==> src/rtl/pipe_ctrl_pkg.sv <==
`default_nettype none
// ============================================================================
// Module      : pipe_ctrl_pkg
// Description : Shared types and constants for the pipeline hazard control
//               unit and the forwarding unit.
//               - state_e : sequencing FSM states (BOOT, RUN, WAIT)
//               - FWD_*   : ALU operand select encodings
//               - ctrl_t  : bundle of PC / pipeline-register enables + flushes
//               - fwd_sel : forwarding select for one source operand
// Revision    : 1.0 - initial release
// ============================================================================
package pipe_ctrl_pkg;

  typedef enum logic [1:0] {
    ST_BOOT = 2'd0,
    ST_RUN  = 2'd1,
    ST_WAIT = 2'd2
  } state_e;

  localparam logic [1:0] FWD_REG = 2'b00;
  localparam logic [1:0] FWD_MEM = 2'b10;
  localparam logic [1:0] FWD_WB  = 2'b01;

  typedef struct packed {
    logic pc_write;
    logic if_id_write;
    logic id_ex_write;
    logic ex_mem_write;
    logic mem_wb_write;
    logic if_id_flush;
    logic id_ex_flush;
    logic ex_mem_flush;
    logic mem_wb_flush;
  } ctrl_t;

  // Control patterns for each resolved condition.
  localparam ctrl_t CTRL_BOOT    = 9'b0_1111_1111;
  localparam ctrl_t CTRL_FREEZE  = 9'b0_0000_0000;
  localparam ctrl_t CTRL_JUMP    = 9'b1_1111_1111;
  localparam ctrl_t CTRL_BRANCH  = 9'b1_1111_1110;
  localparam ctrl_t CTRL_LOADUSE = 9'b0_0111_0100;
  localparam ctrl_t CTRL_NORMAL  = 9'b1_1111_0000;

  // The younger producer (MEM) wins; r0 is never forwarded.
  function automatic logic [1:0] fwd_sel(
    input logic [4:0] src,
    input logic       mem_rw,
    input logic [4:0] mem_rd,
    input logic       wb_rw,
    input logic [4:0] wb_rd
  );
    if (mem_rw && (mem_rd != 5'd0) && (mem_rd == src)) begin
      return FWD_MEM;
    end else if (wb_rw && (wb_rd != 5'd0) && (wb_rd == src)) begin
      return FWD_WB;
    end
    return FWD_REG;
  endfunction

endpackage
`default_nettype wire

==> src/rtl/forward_unit.sv <==
`default_nettype none
// ============================================================================
// Module      : forward_unit
// Description : Purely combinational operand-forwarding selects.
// Ports       : rs_i, rt_i           - consumer source registers
//               mem_reg_write_i      - producer valid in MEM
//               mem_write_reg_i      - producer destination in MEM
//               wb_reg_write_i       - producer valid in WB
//               wb_write_reg_i       - producer destination in WB
//               fwd_a_o, fwd_b_o     - operand selects (00 reg, 10 MEM, 01 WB)
// Revision    : 1.0 - initial release
// ============================================================================
module forward_unit
  import pipe_ctrl_pkg::*;
(
  input  logic [4:0] rs_i,
  input  logic [4:0] rt_i,
  input  logic       mem_reg_write_i,
  input  logic [4:0] mem_write_reg_i,
  input  logic       wb_reg_write_i,
  input  logic [4:0] wb_write_reg_i,
  output logic [1:0] fwd_a_o,
  output logic [1:0] fwd_b_o
);

  assign fwd_a_o = fwd_sel(rs_i, mem_reg_write_i, mem_write_reg_i,
                           wb_reg_write_i, wb_write_reg_i);
  assign fwd_b_o = fwd_sel(rt_i, mem_reg_write_i, mem_write_reg_i,
                           wb_reg_write_i, wb_write_reg_i);

endmodule
`default_nettype wire

==> src/rtl/pipeline_hazard_ctrl.sv <==
`default_nettype none
// ============================================================================
// Module      : pipeline_hazard_ctrl
// Description : Central sequencing unit for the five-stage pipeline. Drives
//               all PC / pipeline-register write enables and flushes,
//               resolving load-use stalls, MEM branch redirects, WB jump
//               redirects and data-memory waits. Runs a post-reset scrub,
//               provides EX forwarding selects and saturating counters.
// Ports       : clk_i, rst_n_i        - clock, async active-low reset
//               id_*                  - ID-stage source registers and usage
//               ex_*                  - EX-stage load flag and rs/rt
//               mem_*/wb_*            - producer valid/destination
//               branch_taken_mem_i    - taken branch in MEM
//               jump_wb_i             - jump-class instruction in WB
//               dmem_wait_i           - data memory not ready
//               *_write_o, *_flush_o  - register enables / bubbles
//               fwd_a_o, fwd_b_o      - ALU operand selects
//               busy_o                - high during boot scrub
//               stall_cnt_o, flush_cnt_o - saturating event counters
// Revision    : 1.0 - initial release
// ============================================================================
module pipeline_hazard_ctrl
  import pipe_ctrl_pkg::*;
#(
  parameter int unsigned BOOT_CYCLES = 4,
  parameter int unsigned CNT_W       = 16
) (
  input  logic             clk_i,
  input  logic             rst_n_i,
  input  logic [4:0]       id_rs_i,
  input  logic [4:0]       id_rt_i,
  input  logic             id_uses_rs_i,
  input  logic             id_uses_rt_i,
  input  logic             ex_mem_read_i,
  input  logic [4:0]       ex_rt_i,
  input  logic [4:0]       ex_rs_i,
  input  logic             mem_reg_write_i,
  input  logic             wb_reg_write_i,
  input  logic [4:0]       mem_write_reg_i,
  input  logic [4:0]       wb_write_reg_i,
  input  logic             branch_taken_mem_i,
  input  logic             jump_wb_i,
  input  logic             dmem_wait_i,
  output logic             pc_write_o,
  output logic             if_id_write_o,
  output logic             id_ex_write_o,
  output logic             ex_mem_write_o,
  output logic             mem_wb_write_o,
  output logic             if_id_flush_o,
  output logic             id_ex_flush_o,
  output logic             ex_mem_flush_o,
  output logic             mem_wb_flush_o,
  output logic [1:0]       fwd_a_o,
  output logic [1:0]       fwd_b_o,
  output logic             busy_o,
  output logic [CNT_W-1:0] stall_cnt_o,
  output logic [CNT_W-1:0] flush_cnt_o
);

  localparam int unsigned BW = (BOOT_CYCLES > 1) ? $clog2(BOOT_CYCLES) : 1;
  localparam logic [BW-1:0] BOOT_INIT = BW'(BOOT_CYCLES - 1);

  state_e            state_q, state_d;
  logic [BW-1:0]     boot_cnt_q, boot_cnt_d;
  logic [CNT_W-1:0]  stall_cnt_q, flush_cnt_q;
  ctrl_t             ctrl;
  logic              stall_inc, flush_inc;
  logic              load_use;

  assign load_use = ex_mem_read_i && (ex_rt_i != 5'd0) &&
                    ((id_uses_rs_i && (id_rs_i == ex_rt_i)) ||
                     (id_uses_rt_i && (id_rt_i == ex_rt_i)));

  // --------------------------------------------------------------------------
  // State register
  // --------------------------------------------------------------------------
  always_ff @(posedge clk_i or negedge rst_n_i) begin
    if (!rst_n_i) begin
      state_q    <= ST_BOOT;
      boot_cnt_q <= BOOT_INIT;
    end else begin
      state_q    <= state_d;
      boot_cnt_q <= boot_cnt_d;
    end
  end

  // --------------------------------------------------------------------------
  // Next-state logic. RUN and WAIT share transitions: a freeze always lands
  // in WAIT, and leaving the freeze returns to RUN in the same cycle that the
  // pending redirect/stall is resolved.
  // --------------------------------------------------------------------------
  always_comb begin
    state_d    = state_q;
    boot_cnt_d = boot_cnt_q;
    case (state_q)
      ST_BOOT: begin
        if (boot_cnt_q == '0) begin
          state_d = ST_RUN;
        end else begin
          boot_cnt_d = boot_cnt_q - 1'b1;
        end
      end
      ST_RUN, ST_WAIT: begin
        state_d = dmem_wait_i ? ST_WAIT : ST_RUN;
      end
      default: state_d = ST_BOOT;
    endcase
  end

  // --------------------------------------------------------------------------
  // Output logic
  // --------------------------------------------------------------------------
  always_comb begin
    ctrl      = CTRL_BOOT;
    stall_inc = 1'b0;
    flush_inc = 1'b0;
    case (state_q)
      ST_BOOT: ctrl = CTRL_BOOT;
      ST_RUN, ST_WAIT: begin
        if (dmem_wait_i) begin
          ctrl      = CTRL_FREEZE;
          stall_inc = 1'b1;
        end else if (jump_wb_i) begin
          ctrl      = CTRL_JUMP;
          flush_inc = 1'b1;
        end else if (branch_taken_mem_i) begin
          ctrl      = CTRL_BRANCH;
          flush_inc = 1'b1;
        end else if (load_use) begin
          ctrl      = CTRL_LOADUSE;
          stall_inc = 1'b1;
        end else begin
          ctrl      = CTRL_NORMAL;
        end
      end
      default: ctrl = CTRL_BOOT;
    endcase
  end

  // --------------------------------------------------------------------------
  // Saturating performance counters
  // --------------------------------------------------------------------------
  always_ff @(posedge clk_i or negedge rst_n_i) begin
    if (!rst_n_i) begin
      stall_cnt_q <= '0;
      flush_cnt_q <= '0;
    end else begin
      if (stall_inc && (stall_cnt_q != '1)) begin
        stall_cnt_q <= stall_cnt_q + 1'b1;
      end
      if (flush_inc && (flush_cnt_q != '1)) begin
        flush_cnt_q <= flush_cnt_q + 1'b1;
      end
    end
  end

  forward_unit u_forward_unit (
    .rs_i            (ex_rs_i),
    .rt_i            (ex_rt_i),
    .mem_reg_write_i (mem_reg_write_i),
    .mem_write_reg_i (mem_write_reg_i),
    .wb_reg_write_i  (wb_reg_write_i),
    .wb_write_reg_i  (wb_write_reg_i),
    .fwd_a_o         (fwd_a_o),
    .fwd_b_o         (fwd_b_o)
  );

  assign pc_write_o     = ctrl.pc_write;
  assign if_id_write_o  = ctrl.if_id_write;
  assign id_ex_write_o  = ctrl.id_ex_write;
  assign ex_mem_write_o = ctrl.ex_mem_write;
  assign mem_wb_write_o = ctrl.mem_wb_write;
  assign if_id_flush_o  = ctrl.if_id_flush;
  assign id_ex_flush_o  = ctrl.id_ex_flush;
  assign ex_mem_flush_o = ctrl.ex_mem_flush;
  assign mem_wb_flush_o = ctrl.mem_wb_flush;
  assign busy_o         = (state_q == ST_BOOT);
  assign stall_cnt_o    = stall_cnt_q;
  assign flush_cnt_o    = flush_cnt_q;

endmodule
`default_nettype wire

==> config.mk <==
export PLATFORM = sky130hd
export DESIGN_NAME = pipeline_hazard_ctrl
export DESIGN_NICKNAME = d
export VERILOG_FILES = /design/src/rtl/pipe_ctrl_pkg.sv /design/src/rtl/forward_unit.sv /design/src/rtl/pipeline_hazard_ctrl.sv
export SDC_FILE = /design/constraint.sdc
export NUM_CORES = 1
export LEC_CHECK = 0
export BUFFER_PORTS_ARGS = -buffer_cell sky130_fd_sc_hd__buf_2
export CAP_MARGIN = 20
export CORE_ASPECT_RATIO = 1.25
export CORE_MARGIN = 1
export CORE_UTILIZATION = 42
export DETAILED_ROUTE_END_ITERATION = 8
export PLACE_DENSITY = 0.7
export RECOVER_POWER = 50
export REMOVE_ABC_BUFFERS = 1
export SKIP_CTS_REPAIR_TIMING = 1
export SYNTH_ARGS = -nofsm -noshare
export SYNTH_HDL_FRONTEND = slang
export SYNTH_SLANG_ARGS = --single-unit
==> constraint.sdc <==
create_clock -name clk_i -period 4.8 [get_ports clk_i]
set_input_delay 0.96 -clock clk_i [delete_from_list [all_inputs] [get_ports clk_i]]
set_output_delay 0.96 -clock clk_i [all_outputs]
set_load 0.02 [all_outputs]
==> results of run 1 <==
[state kept, by name, summed over array words and instances, names as in the netlist]
name         cells
boot_cnt_q       2
stall_cnt_o     16
flush_cnt_o     16
state_q          2
[path summary, 6_finish.rpt]
kind                              endpoint  slack (ps)  cells past startpoint
setup / recovery             if_id_write_o        1390                      6
hold / removal               boot_cnt_q[1]         490                      2
setup reg to reg            stall_cnt_o[1]        2470                      5
hold reg to reg              boot_cnt_q[1]         490                      2
max in group asynchronous   stall_cnt_o[2]        2580                      1
min in group asynchronous  flush_cnt_o[12]        1160                      1
[critical path: cells and delay by family]
family,cells,cell delay (ps)
AO/OA/AOI/OAI,2,590
buffers and inverters,3,370
AND/OR/NAND/NOR,1,530
[power by group]
part / leakage (nW) / switching (mW) / internal, mW
clock network: 0.0410 / 0.101 / 0.0986
logic: 0.757 / 0.310 / 0.184
registers: 0.470 / 0.0619 / 0.358
total: 1.27 / 0.473 / 0.641
[layer usage]
layer,up-vias,GRT usage (%)
met5,-,0
met4,0,6.00
met3,5,4.37
met2,70,31.1
met1,858,20.2
li1,916,-
[final cells by class]
| type | instances | area (um2) | share of cell area [%] |
|---|---|---|---|
| clock buffers | 6 | 72.6 | 2.67 |
| well taps | 62 | 77.6 | 2.86 |
| repair buffers | 85 | 400 | 14.7 |
| inverters | 10 | 37.5 | 1.38 |
| multi-input cells | 164 | 1220 | 44.9 |
| flip-flops and latches | 36 | 903 | 33.3 |
| clock inverters | 1 | 5.00 | 0.184 |
[kinds of logic (layout without fill, tap and decap cells)]
family	Yosys count	in the layout	synth area share, %
XOR/XNOR	61	61	23.9
flip-flops	36	36	40.5
buffers and inverters	21	102	4.88
AND/OR/NAND/NOR	82	82	22.4
AO/OA/AOI/OAI	14	14	4.43
multiplexers	2	2	1.01
adder cells (fa/ha/maj)	5	5	2.80
[synthesized netlist by cell type, drive strengths merged]
cell type | instances | area share (%)
xnor2 | 39 | 15
dfrtp | 34 | 38
xor2 | 22 | 8.6
nand3 | 17 | 5.6
and3 | 12 | 3.4
nand2 | 12 | 2.0
nand4 | 11 | 3.4
nor2 | 11 | 1.9
inv | 10 | 1.7
buf | 8 | 2.7
and4 | 5 | 2.0
ha | 5 | 2.8
o21ai | 5 | 1.1
or4 | 5 | 1.7
nor4 | 4 | 1.1
clkbuf | 3 | 0.50
a31oi | 2 | 0.56
dfstp | 2 | 2.4
mux2 | 2 | 1.0
nand2b | 2 | 0.56
o21a | 2 | 0.67
o22ai | 2 | 0.56
a21o | 1 | 0.34
a21oi | 1 | 0.22
a41o | 1 | 0.95
and2 | 1 | 0.28
nand4b | 1 | 0.39
nor3 | 1 | 0.22
==> impl_metrics.env, run 1 <==
export IMPL_yosysWarnings=0
export IMPL_setup_worst_path_end_class="output pin"
export IMPL_syn_inst=221
export IMPL_fp_coreArea_um2=5080
export IMPL_fin_ws_ps=1390
export IMPL_slew_viol_final=37
export IMPL_layoutNonFillerInstCount=364
export IMPL_hp_class="register to register"
export IMPL_remaining_drc_errors=0
export IMPL_start_util_pct=43.9
export IMPL_route_met3_wl_um=376
export IMPL_syn2layout_area_growth_pct=21.7
export IMPL_die_h_um=83.5
export IMPL_cts_htree_levels=2
export IMPL_r2r_start="stall_cnt_o[0]"
export IMPL_grt_pass1_wl_um=7580
export IMPL_cts_max_path_buffers=2
export IMPL_drt_wl_total_um=4710
export IMPL_ys_seq_area_share_pct=40.5
export IMPL_arrival_ps=2450
export IMPL_cp_max_fo=16
export IMPL_ant_nets=0
export IMPL_clockRootBuffer="clkbuf_8"
export IMPL_placed_cell_area_um2=2660
export IMPL_critPathKind="input port to output pin"
export IMPL_synth_area_um2=2230
export IMPL_worstHoldStart="boot_cnt_q[1]"
export IMPL_antenna_found_initial=0
export IMPL_n_fill_cell=493
export IMPL_cts_sinks=36
export IMPL_violations="capacitance limit, slew limit"
export IMPL_overflow=0
export IMPL_finClkSkew_ps=3.81
export IMPL_yosysUniqueCellTypes=33
export IMPL_p_total_mw=1.11
export IMPL_final_cell_mix="buf_2, xnor2_1, dfrtp_1"
export IMPL_grt_start_max_net_pins=37
export IMPL_rsz0062_at_grt="false"
export IMPL_place_worst_setup_slack_ps=1390
export IMPL_final_common_cell="buf_2"
export IMPL_first_global_vias=1703
export IMPL_ios=86
export IMPL_numCtsBuffers=5
export IMPL_die_w_um=67.2
export IMPL_dp_hpwl_um=3670
export IMPL_startpoint="ex_rt_i[1]"
export IMPL_gp_congestion=0.747
export IMPL_n_antenna_cell=0
export IMPL_finalHoldViolCount=0
export IMPL_status="finished, violations left"
export IMPL_wl_met2_um=2370
export IMPL_gr_usage_all_layers_pct=17.7
export IMPL_fmax_mhz=293
export IMPL_placed_cells=357
export IMPL_avgSynthCellArea_um2=10.1
export IMPL_final_cell_area_um2=2720
export IMPL_die_area_um2=5610
export IMPL_met1_length_um=1920
export IMPL_worst_hold_slack_ps=486
export IMPL_route_top_layer_used="met4"
export IMPL_port_buffers=85
export IMPL_p_per_area_nw_per_um2=410
export IMPL_critPathSlowestCell="or4_1"
export IMPL_fp_row_count=29
export IMPL_tns_ps=0
export IMPL_setup_viol=0
export IMPL_clock_latency_ps=280
export IMPL_drive_gt1_share_pct=27.5
export IMPL_cts_tree="yes"
export IMPL_path_cells="buf_2 -> or4_1 -> o21a_1 -> a41o_4 -> inv_1 -> buf_2"
export IMPL_via_per_inst=5.08
export IMPL_fin_crit_ps=3410
export IMPL_vias=1849
export IMPL_critPathRequiredTime_ps=3840
export IMPL_final_util_pct=53.4
export IMPL_wire_per_inst_um=12.9
export IMPL_drt_initial_drc_count=95
export IMPL_drtPass1Iterations=4
export IMPL_maxSlewHeadroom_pct=-22.2
export IMPL_tightest_slew_ps=1830
export IMPL_clk_pin_slew_ps=70
export IMPL_vdd_ir_drop_max_mv=0.299
export IMPL_maxCapViolCount=1
export IMPL_nets=347
export IMPL_ys_ff_latch=36
export IMPL_max_stage_delay_ps=530
export IMPL_cp_common_cell="buf_2"
export IMPL_finalCritPeriodShare_pct=71.1
export IMPL_leakage_nw=1.27
export IMPL_start_kind="input port"
Power figures use the tool's default switching activity.
==> run 2: changes to the inputs <==
- PLACE_DENSITY: 0.7 -> 0.73
- clock period: 4.8 -> 2.9 ns (I/O delays scaled with it)
==> run 2 against run 1 <==
Net effect:
- clock skew is 2.3 ps higher
- the run still ends with capacitance limit, slew limit left
- sequential share of layout area is 0.38 points lower
- critical path type unchanged
- critical endpoint is now fwd_a_o[0]
- die area stayed put
- clock power is 87% higher
- final area is 1.2% higher
- highest routed layer unchanged
- global-route usage is 0.82 points higher
==> impl_metrics.env, run 2 (synthesized netlist as in run 1, its figures left out) <==
export IMPL_drt_initial_drc_count=53
export IMPL_cp_max_fo=3
export IMPL_dp_hpwl_um=3780
export IMPL_ios=86
export IMPL_worstHoldStart="flush_cnt_o[10]"
export IMPL_clk_pin_slew_ps=70
export IMPL_cp_top_family="simple AND/OR/NAND/NOR gates"
export IMPL_worstHoldPathCells=1
export IMPL_fmax_mhz=382
export IMPL_critPathSlowestCell="or4_1"
export IMPL_wire_per_inst_um=13.3
export IMPL_critPathRequiredTime_ps=2320
export IMPL_tightest_slew_ps=1870
export IMPL_n_antenna_cell=0
export IMPL_layoutNonFillerInstCount=367
export IMPL_fin_crit_ps=2620
export IMPL_hp_class="register to register"
export IMPL_syn2layout_area_growth_pct=23.1
export IMPL_final_util_pct=54.1
export IMPL_finalHoldViolCount=0
export IMPL_fp_coreArea_um2=5080
export IMPL_grt_pass1_wl_um=7870
export IMPL_cts_htree_levels=2
export IMPL_slew_viol_final=37
export IMPL_p_per_area_nw_per_um2=693
export IMPL_clockRootBuffer="clkbuf_8"
export IMPL_finalCritPeriodShare_pct=90.2
export IMPL_maxSlewHeadroom_pct=-24.8
export IMPL_ant_nets=0
export IMPL_overflow=0
export IMPL_drive_gt1_share_pct=28.2
export IMPL_n_fill_cell=486
export IMPL_crit_buf_inv=2
export IMPL_clock_latency_ps=290
export IMPL_cts_tree="yes"
export IMPL_vias=1896
export IMPL_r2r_cells=8
export IMPL_via_per_inst=5.17
export IMPL_final_common_cell="buf_2"
export IMPL_path_cells="buf_2 -> or4_1 -> o21ai_0 -> nor4_1 -> nor4_1 -> buf_2"
export IMPL_setup_viol=0
export IMPL_r2r_start="state_q[1]"
export IMPL_cts_max_path_buffers=2
export IMPL_grt_start_max_net_pins=37
export IMPL_max_stage_delay_ps=500
export IMPL_die_area_um2=5610
export IMPL_violations="capacitance limit, slew limit"
export IMPL_arrival_ps=2040
export IMPL_rsz0062_at_grt="false"
export IMPL_antenna_found_initial=0
export IMPL_status="finished, violations left"
export IMPL_die_w_um=67.2
export IMPL_vdd_ir_drop_max_mv=0.565
export IMPL_nets=349
export IMPL_setup_worst_path_end_class="output pin"
export IMPL_tns_ps=0
export IMPL_fp_row_count=29
export IMPL_drt_wl_total_um=4890
export IMPL_first_global_vias=1793
export IMPL_port_buffers=85
export IMPL_drtPass1Iterations=4
export IMPL_gp_congestion=0.769
export IMPL_critPathKind="input port to output pin"
export IMPL_remaining_drc_errors=0
export IMPL_cts_sinks=36
export IMPL_final_cell_mix="buf_2, xnor2_1, dfrtp_1"
export IMPL_numCtsBuffers=5
export IMPL_maxCapViolCount=1
export IMPL_die_h_um=83.5
export IMPL_gr_usage_all_layers_pct=18.6
export IMPL_leakage_nw=1.28
export IMPL_worst_hold_slack_ps=487
export IMPL_placed_cells=359
export IMPL_p_total_mw=1.90
export IMPL_worst_path_stages=6
export IMPL_start_util_pct=43.9
export IMPL_finClkSkew_ps=6.13
export IMPL_startpoint="mem_write_reg_i[1]"
export IMPL_start_kind="input port"
[run 2: cell count changes in the layout (fill, tap and decap cells not counted)]
| cell | delta |
|---|---|
| buf_4 | +2 |
| clkbuf_8 | +1 |
| clkinv_2 | -1 |
| clkinvlp_4 | +1 |
[run 2: path summary, 6_finish.rpt]
| path | endpoint | slack [ps] |
|---|---|---|
| setup reg to reg | flush_cnt_o[14] | 820 |
| setup / recovery | fwd_a_o[0] | 280 |
| max in group asynchronous | stall_cnt_o[15] | 1020 |
| hold reg to reg | flush_cnt_o[10] | 490 |
| hold / removal | flush_cnt_o[10] | 490 |
| min in group asynchronous | flush_cnt_o[10] | 790 |
[run 2: area by class of cell]
cell class | instances | area, um2 | area share, %
multi-input cells | 164 | 1220 | 44.4
flip-flops and latches | 36 | 903 | 32.9
repair buffers | 87 | 415 | 15.1
clock buffers | 7 | 86.3 | 3.14
well taps | 62 | 77.6 | 2.82
inverters | 10 | 37.5 | 1.37
clock inverters | 1 | 7.51 | 0.273
[run 2: report_power, final]
group	internal (mW)	total, mW	switching [mW]
logic	0.314	0.837	0.524
clock network	0.193	0.373	0.180
registers	0.593	0.693	0.101
total	1.10	1.90	0.804
[run 2: routing by layer]
| layer | vias up | global-route usage (%) | share of wire (%) |
|---|---|---|---|
| li1 | 926 | - | - |
| met1 | 882 | 19.7 | 40 |
| met2 | 77 | 32.8 | 50 |
| met3 | 11 | 5.19 | 7.9 |
| met4 | 0 | 8.12 | 2.3 |
| met5 | - | 0 | 0 |
[run 2: metrics by stage]
| step | cell area, um2 | setup WS, ps |
|---|---|---|
| 6_report | 2750 | 284 |
| 5_1_grt | 2750 | 135 |
| 4_1_cts | 2770 | 269 |
| 3_5_place_dp | 2680 | 269 |
| 3_3_place_gp | 2680 | 339 |
| 2_1_floorplan | 2160 | 123 |
